**src/rtl/vga_timing_gen_if.sv**
```systemverilog
// Raster timing bundle: pixel clock-enable in, sync/blank/position out.
// The generator drives it through master; renderers observe through slave.
interface vga_timing_gen_if #(
    parameter int CNT_W   = 10,
    parameter int FRAME_W = 8
);
    logic               pix_ce;
    logic               h_sync;
    logic               v_sync;
    logic               video_on;
    logic               vblank;
    logic [CNT_W-1:0]   pixel_x;
    logic [CNT_W-1:0]   pixel_y;
    logic               line_start;
    logic               frame_start;
    logic [FRAME_W-1:0] frame_count;

    modport master (
        input  pix_ce,
        output h_sync, v_sync, video_on, vblank,
        output pixel_x, pixel_y,
        output line_start, frame_start, frame_count
    );

    modport slave (
        input pix_ce,
        input h_sync, v_sync, video_on, vblank,
        input pixel_x, pixel_y,
        input line_start, frame_start, frame_count
    );
endinterface

```
**src/rtl/vga_timing_gen.sv**
```systemverilog
// Parametrised raster timing generator clocked by clk, advanced by pix_ce.
// Outputs are registered from next-state position: zero latency, no comb outputs.
module vga_timing_gen #(
    parameter int CNT_W    = 10,
    parameter int H_ACTIVE = 640,
    parameter int H_FP     = 16,
    parameter int H_SYNC   = 96,
    parameter int H_BP     = 48,
    parameter int V_ACTIVE = 480,
    parameter int V_FP     = 10,
    parameter int V_SYNC   = 2,
    parameter int V_BP     = 33,
    parameter int H_POL    = 0,
    parameter int V_POL    = 0,
    parameter int FRAME_W  = 8
) (
    input  logic             clk,
    input  logic             rst,
    vga_timing_gen_if.master bus
);
    localparam int H_TOTAL = H_ACTIVE + H_FP + H_SYNC + H_BP;
    localparam int V_TOTAL = V_ACTIVE + V_FP + V_SYNC + V_BP;

    localparam logic [CNT_W-1:0] H_LAST = CNT_W'(H_TOTAL - 1);
    localparam logic [CNT_W-1:0] V_LAST = CNT_W'(V_TOTAL - 1);
    localparam logic [CNT_W-1:0] H_ACT  = CNT_W'(H_ACTIVE);
    localparam logic [CNT_W-1:0] V_ACT  = CNT_W'(V_ACTIVE);
    localparam logic [CNT_W-1:0] H_SS   = CNT_W'(H_ACTIVE + H_FP);
    localparam logic [CNT_W-1:0] H_SE   = CNT_W'(H_ACTIVE + H_FP + H_SYNC);
    localparam logic [CNT_W-1:0] V_SS   = CNT_W'(V_ACTIVE + V_FP);
    localparam logic [CNT_W-1:0] V_SE   = CNT_W'(V_ACTIVE + V_FP + V_SYNC);

    localparam logic H_ON = (H_POL != 0);
    localparam logic V_ON = (V_POL != 0);

    logic [CNT_W-1:0]   r_h;
    logic [CNT_W-1:0]   r_v;
    logic               r_h_sync;
    logic               r_v_sync;
    logic               r_video_on;
    logic               r_vblank;
    logic [CNT_W-1:0]   r_pix_x;
    logic [CNT_W-1:0]   r_pix_y;
    logic               r_line_start;
    logic               r_frame_start;
    logic [FRAME_W-1:0] r_frame_cnt;

    logic [CNT_W-1:0]   w_h_nxt;
    logic [CNT_W-1:0]   w_v_nxt;
    logic               w_hs_on;
    logic               w_vs_on;
    logic               w_h_vis;
    logic               w_v_vis;
    logic               w_line;
    logic               w_frame;

    // Next raster position: step one pixel per pix_ce, wrap line then frame.
    always_comb begin
        w_h_nxt = r_h;
        w_v_nxt = r_v;
        if (bus.pix_ce) begin
            if (r_h < H_LAST) begin
                w_h_nxt = r_h + 1'b1;
            end else begin
                w_h_nxt = '0;
                w_v_nxt = (r_v == V_LAST) ? '0 : r_v + 1'b1;
            end
        end
    end

    // Decode of the upcoming position; strobes only on a real pix_ce step.
    always_comb begin
        w_hs_on = (w_h_nxt >= H_SS) && (w_h_nxt < H_SE);
        w_vs_on = (w_v_nxt >= V_SS) && (w_v_nxt < V_SE);
        w_h_vis = (w_h_nxt < H_ACT);
        w_v_vis = (w_v_nxt < V_ACT);
        w_line  = bus.pix_ce && (w_h_nxt == '0);
        w_frame = w_line && (w_v_nxt == '0);
    end

    // Position and registered outputs; reset parks on the last pixel of a frame.
    always_ff @(posedge clk or posedge rst) begin
        if (rst) begin
            r_h           <= H_LAST;
            r_v           <= V_LAST;
            r_h_sync      <= ~H_ON;
            r_v_sync      <= ~V_ON;
            r_video_on    <= 1'b0;
            r_vblank      <= 1'b1;
            r_pix_x       <= '0;
            r_pix_y       <= '0;
            r_line_start  <= 1'b0;
            r_frame_start <= 1'b0;
            r_frame_cnt   <= '0;
        end else begin
            r_h           <= w_h_nxt;
            r_v           <= w_v_nxt;
            r_h_sync      <= w_hs_on ? H_ON : ~H_ON;
            r_v_sync      <= w_vs_on ? V_ON : ~V_ON;
            r_video_on    <= w_h_vis && w_v_vis;
            r_vblank      <= ~w_v_vis;
            r_pix_x       <= (w_h_vis && w_v_vis) ? w_h_nxt : '0;
            r_pix_y       <= w_v_vis ? w_v_nxt : '0;
            r_line_start  <= w_line;
            r_frame_start <= w_frame;
            if (w_frame) begin
                r_frame_cnt <= r_frame_cnt + 1'b1;
            end
        end
    end

    assign bus.h_sync      = r_h_sync;
    assign bus.v_sync      = r_v_sync;
    assign bus.video_on    = r_video_on;
    assign bus.vblank      = r_vblank;
    assign bus.pixel_x     = r_pix_x;
    assign bus.pixel_y     = r_pix_y;
    assign bus.line_start  = r_line_start;
    assign bus.frame_start = r_frame_start;
    assign bus.frame_count = r_frame_cnt;
endmodule

```
**src/flat_wrapper.sv**
```systemverilog
// flat-port wrapper written by rule: the top's interface ports become plain ports
module vga_timing_gen_flat 
#(
    parameter int CNT_W    = 10,
    parameter int H_ACTIVE = 640,
    parameter int H_FP     = 16,
    parameter int H_SYNC   = 96,
    parameter int H_BP     = 48,
    parameter int V_ACTIVE = 480,
    parameter int V_FP     = 10,
    parameter int V_SYNC   = 2,
    parameter int V_BP     = 33,
    parameter int H_POL    = 0,
    parameter int V_POL    = 0,
    parameter int FRAME_W  = 8
)
  (clk, rst, bus_pix_ce, bus_h_sync, bus_v_sync, bus_video_on, bus_vblank, bus_pixel_x, bus_pixel_y, bus_line_start, bus_frame_start, bus_frame_count);
  vga_timing_gen_if #(.CNT_W(CNT_W), .FRAME_W(FRAME_W)) bus_i ();
  input  logic clk;
  input  logic rst;
  input wire logic [$bits(bus_i.pix_ce)-1:0] bus_pix_ce;
  output wire logic [$bits(bus_i.h_sync)-1:0] bus_h_sync;
  output wire logic [$bits(bus_i.v_sync)-1:0] bus_v_sync;
  output wire logic [$bits(bus_i.video_on)-1:0] bus_video_on;
  output wire logic [$bits(bus_i.vblank)-1:0] bus_vblank;
  output wire logic [$bits(bus_i.pixel_x)-1:0] bus_pixel_x;
  output wire logic [$bits(bus_i.pixel_y)-1:0] bus_pixel_y;
  output wire logic [$bits(bus_i.line_start)-1:0] bus_line_start;
  output wire logic [$bits(bus_i.frame_start)-1:0] bus_frame_start;
  output wire logic [$bits(bus_i.frame_count)-1:0] bus_frame_count;
  assign bus_i.pix_ce = bus_pix_ce;
  assign bus_h_sync = bus_i.h_sync;
  assign bus_v_sync = bus_i.v_sync;
  assign bus_video_on = bus_i.video_on;
  assign bus_vblank = bus_i.vblank;
  assign bus_pixel_x = bus_i.pixel_x;
  assign bus_pixel_y = bus_i.pixel_y;
  assign bus_line_start = bus_i.line_start;
  assign bus_frame_start = bus_i.frame_start;
  assign bus_frame_count = bus_i.frame_count;
  vga_timing_gen #(.CNT_W(CNT_W), .H_ACTIVE(H_ACTIVE), .H_FP(H_FP), .H_SYNC(H_SYNC), .H_BP(H_BP), .V_ACTIVE(V_ACTIVE), .V_FP(V_FP), .V_SYNC(V_SYNC), .V_BP(V_BP), .H_POL(H_POL), .V_POL(V_POL), .FRAME_W(FRAME_W)) u_core (.clk(clk), .rst(rst), .bus(bus_i));
endmodule
```
**config.mk**
```make
export PLATFORM = sky130hd
export DESIGN_NAME = vga_timing_gen_flat
export DESIGN_NICKNAME = d
export VERILOG_FILES = /design/src/rtl/vga_timing_gen_if.sv /design/src/rtl/vga_timing_gen.sv /design/src/flat_wrapper.sv
export SDC_FILE = /design/constraint.sdc
export NUM_CORES = 1
export LEC_CHECK = 0
export CORE_MARGIN = 3
export CORE_UTILIZATION = 50
export DETAILED_ROUTE_END_ITERATION = 8
export GPL_TIMING_DRIVEN = 0
export PLACE_DENSITY = 0.71
export SETUP_SLACK_MARGIN = 0.05
export SKIP_LAST_GASP = 1
export SLEW_MARGIN = 20
export SYNTH_ARGS = -nofsm -noshare
export SYNTH_HDL_FRONTEND = slang
export SYNTH_SLANG_ARGS = --single-unit
```
**constraint.sdc**
```tcl
create_clock -name clk -period 3.9 [get_ports clk]
set_input_delay 0.78 -clock clk [delete_from_list [all_inputs] [get_ports clk]]
set_output_delay 0.78 -clock clk [all_outputs]
set_load 0.05 [all_outputs]
```
==> impl_metrics.env <==
export IMPL_syn_num_nets=237
export IMPL_postCtsSetupBuffers=0
export IMPL_synthCells=230
export IMPL_rsz0062_at_grt="false"
export IMPL_drt_pass1_iter_count=4
export IMPL_fin_skew_ns=0.0140
export IMPL_antenna_cells=0
export IMPL_relSlewSlack_pct=58.3
export IMPL_cts_resized=0
export IMPL_die_y_um=76.0
export IMPL_die_area_um2=5770
export IMPL_gp_congestion=0.834
export IMPL_grt_pass1_wl_mm=8.28
export IMPL_nets=280
export IMPL_routed_wl_mm=4.81
export IMPL_crit_path_end_kind="flip-flop"
export IMPL_cts_sinks=54
export IMPL_clock_path_buffers=2
export IMPL_status="completed"
export IMPL_final_area_um2=3010
export IMPL_drc_errors=0
export IMPL_use_met3_pct=4.49
export IMPL_start_util_pct=54.0
export IMPL_drv_cap=0
export IMPL_ctsHoldBuffers=0
export IMPL_critPathBufInv=1
export IMPL_cpPeakStageDelay_ns=0.58
export IMPL_hold_path_class="reg -> reg"
export IMPL_cp_required_ns=4.10
export IMPL_htreeDepth=2
export IMPL_syn_to_final_growth_pct=23.0
export IMPL_grt_met2_usage_pct=29.7
export IMPL_rows=24
export IMPL_layout_drive_gt1_share_pct=13.9
export IMPL_setup_viol=0
export IMPL_cts_inserted_buffers=5
export IMPL_post_drt_via_cell_ratio=5.22
export IMPL_core_um2=4530
export IMPL_synth_top_area_share_pct=41.9
export IMPL_avgRoutedWirePerCell_um=14.2
export IMPL_crit_path_max_fanout=10
export IMPL_fmax_mhz=307
export IMPL_drt_initial_drc_count=70
export IMPL_hpwl_mm=3.39
export IMPL_antenna_found_initial=0
export IMPL_io_buffers=35
export IMPL_p_total_mw=1.53
export IMPL_grtUsageTotal_pct=17.9
export IMPL_cts_tree="built"
export IMPL_insertion_delay_ns=0.32
export IMPL_synth_top_area_cell="dfrtp_1"
export IMPL_ir_worst_vdd_uv=257
export IMPL_instances_no_fill=339
export IMPL_busiest_layer="met2"
export IMPL_setup_tns_ns=0
export IMPL_ys_warn_count=0
export IMPL_met1_usage_pct=22.6
export IMPL_drtAntennaViolNets=0
export IMPL_clockRootBuffer="clkbuf_8"
export IMPL_hold_violations=0
export IMPL_leakage_nw=1.34
export IMPL_p_per_area_nw_per_um2=506
export IMPL_die_x_um=76.0
export IMPL_startpoint_type="flip-flop"
export IMPL_clkTransAtPathRegs_ns=0.10
export IMPL_cp_arrival_ns=3.45
export IMPL_min_period_over_period_pct=83.4
export IMPL_criticalPathCategory="reg -> reg"
export IMPL_min_period_ns=3.25
export IMPL_placed_cells=331
export IMPL_tightest_slew_ns=0.618
export IMPL_critical_path_top_delay_family="simple AND/OR/NAND/NOR gates"
export IMPL_path_cells="ha_1 > buf_2 > and4_1 > o21ai_4 > or3_1 > xor2_1 > nand4_1 > nor4_4 > mux2_2"
export IMPL_grt_overflow_total=0
export IMPL_synth_seq_cells=54
export IMPL_synth_cell_type_count=42
export IMPL_grt_pass1_vias=1718
export IMPL_grt_max_degree=37
export IMPL_crit_path_top_delay_cell="dfstp_2"
export IMPL_synthTopCellsByArea="dfrtp_1 42%, dfstp_2 14%, xnor2_1 4.3%"
export IMPL_post_dp_cell_area_um2=2900
export IMPL_dr_total_vias=1771
export IMPL_ioPinCount=37
export IMPL_syn_area_um2=2450
export IMPL_yosysSeqAreaShare_pct=55.9
export IMPL_avgSynthCellArea_um2=10.6
export IMPL_maxSlewViolCount=0
==> stage by stage <==
step | hold slack, ns | util (%) | setup slack, ns
global route | 0.502 | 66.4 | 0.451
global placement | 0.461 | 63.5 | 0.673
detailed placement | 0.463 | 64.0 | 0.670
CTS | 0.481 | 66.4 | 0.663
floorplan | 0.515 | - | 1.01
finish | 0.476 | 66.4 | 0.646
==> cells in the mapped netlist <==
| cell | instances |
|---|---|
| buf_2 | 4 |
| o311ai_0 | 2 |
| xor2_1 | 7 |
| dfstp_2 | 13 |
| or3_4 | 1 |
| nand2_1 | 15 |
| o31ai_1 | 1 |
| buf_4 | 1 |
| mux2_2 | 1 |
| nor3_1 | 10 |
| conb_1 | 1 |
| and4_1 | 5 |
| or2_2 | 2 |
| nor4_1 | 4 |
| a2111o_1 | 1 |
| clkbuf_1 | 2 |
| nor2b_1 | 7 |
| nand4_1 | 10 |
| o211ai_1 | 1 |
| dfrtp_1 | 41 |
| o21a_4 | 1 |
| ha_1 | 4 |
| a21oi_1 | 4 |
| o21bai_1 | 1 |
| mux2i_1 | 1 |
| nand2b_1 | 3 |
| nand3_1 | 7 |
| a21o_1 | 1 |
| and4bb_1 | 1 |
| o21ai_0 | 12 |
| nor2_1 | 25 |
| nor4_4 | 1 |
| o21ai_4 | 1 |
| o221a_2 | 1 |
| a22o_1 | 1 |
| buf_6 | 2 |
| o21ai_1 | 1 |
| xnor2_1 | 12 |
| and3_1 | 3 |
| or3_1 | 2 |
| nand4b_1 | 1 |
| inv_1 | 16 |
==> where the power goes <==
| part | internal, mW | total (mW) | leakage (nW) | switching [mW] |
|---|---|---|---|---|
| registers | 0.650 | 0.699 | 0.673 | 0.0487 |
| logic | 0.156 | 0.445 | 0.604 | 0.289 |
| clock network | 0.193 | 0.381 | 0.0585 | 0.188 |
| total | 0.999 | 1.53 | 1.34 | 0.526 |
==> cells by family after synthesis <==
kind of cell,Yosys count,synth area share (%)
AO/OA/AOI/OAI,28,7.97
XOR/XNOR,19,6.80
adder cells (fa/ha/maj),4,2.04
buffers and inverters,25,4.80
flip-flops,54,55.9
multiplexers,2,0.869
other,1,0.153
AND/OR/NAND/NOR,97,21.5
==> state kept, by name, indices dropped and copies added (netlist names) <==
signal	cells
u_core.bus.line_start	1
u_core.bus.pixel_x	10
u_core.bus.vblank	1
u_core.bus.frame_start	1
u_core.bus.v_sync	1
u_core.bus.frame_count	8
u_core.bus.video_on	1
u_core.r_h	10
u_core.bus.pixel_y	10
u_core.bus.h_sync	1
u_core.r_v	10
==> path summary, 6_finish.rpt <==
check	start	to	slack, ns	depth (start not counted)
setup reg to reg	u_core.r_h[1]	u_core.bus.frame_count[1]	0.65	9
setup / recovery	u_core.r_h[1]	u_core.bus.frame_count[1]	0.65	9
hold reg to reg	u_core.bus.frame_count[7]	u_core.bus.frame_count[7]	0.48	1
max in group asynchronous	rst	u_core.bus.vblank	2.54	3
hold / removal	u_core.bus.frame_count[7]	u_core.bus.frame_count[7]	0.48	1
min in group asynchronous	rst	u_core.bus.pixel_x[9]	0.76	2
==> area by class of cell <==
| type | count | area, um^2 |
|---|---|---|
| buffer | 9 | 57.6 |
| clock buffer | 5 | 68.8 |
| clock inverter | 3 | 43.8 |
| fill | 364 | 1520 |
| inverter | 16 | 60.1 |
| multi-input combinational | 151 | 963 |
| sequential | 54 | 1370 |
| tap | 65 | 81.3 |
| timing repair buffer | 36 | 370 |
==> placed cells by master, fill, tap and decap left out, types with 5 or more instances in the layout <==
| master | count |
|---|---|
| nor2_1 | 25 |
| clkbuf_8 | 5 |
| clkdlybuf4s50_1 | 35 |
| dfrtp_1 | 41 |
| dfstp_2 | 13 |
| nor2b_1 | 7 |
| inv_1 | 15 |
| xnor2_1 | 12 |
| o21ai_0 | 12 |
| nand4_1 | 10 |
| nand2_1 | 15 |
| and4_1 | 5 |
| xor2_1 | 7 |
| nor3_1 | 10 |
| nand3_1 | 7 |
==> layer usage <==
layer / vias up / routed length, um
met4: 0 / 91
met1: 859 / 2150
met5: - / 0
li1: 868 / -
met3: 8 / 186
met2: 36 / 2380
Power figures use the tool's default switching activity.
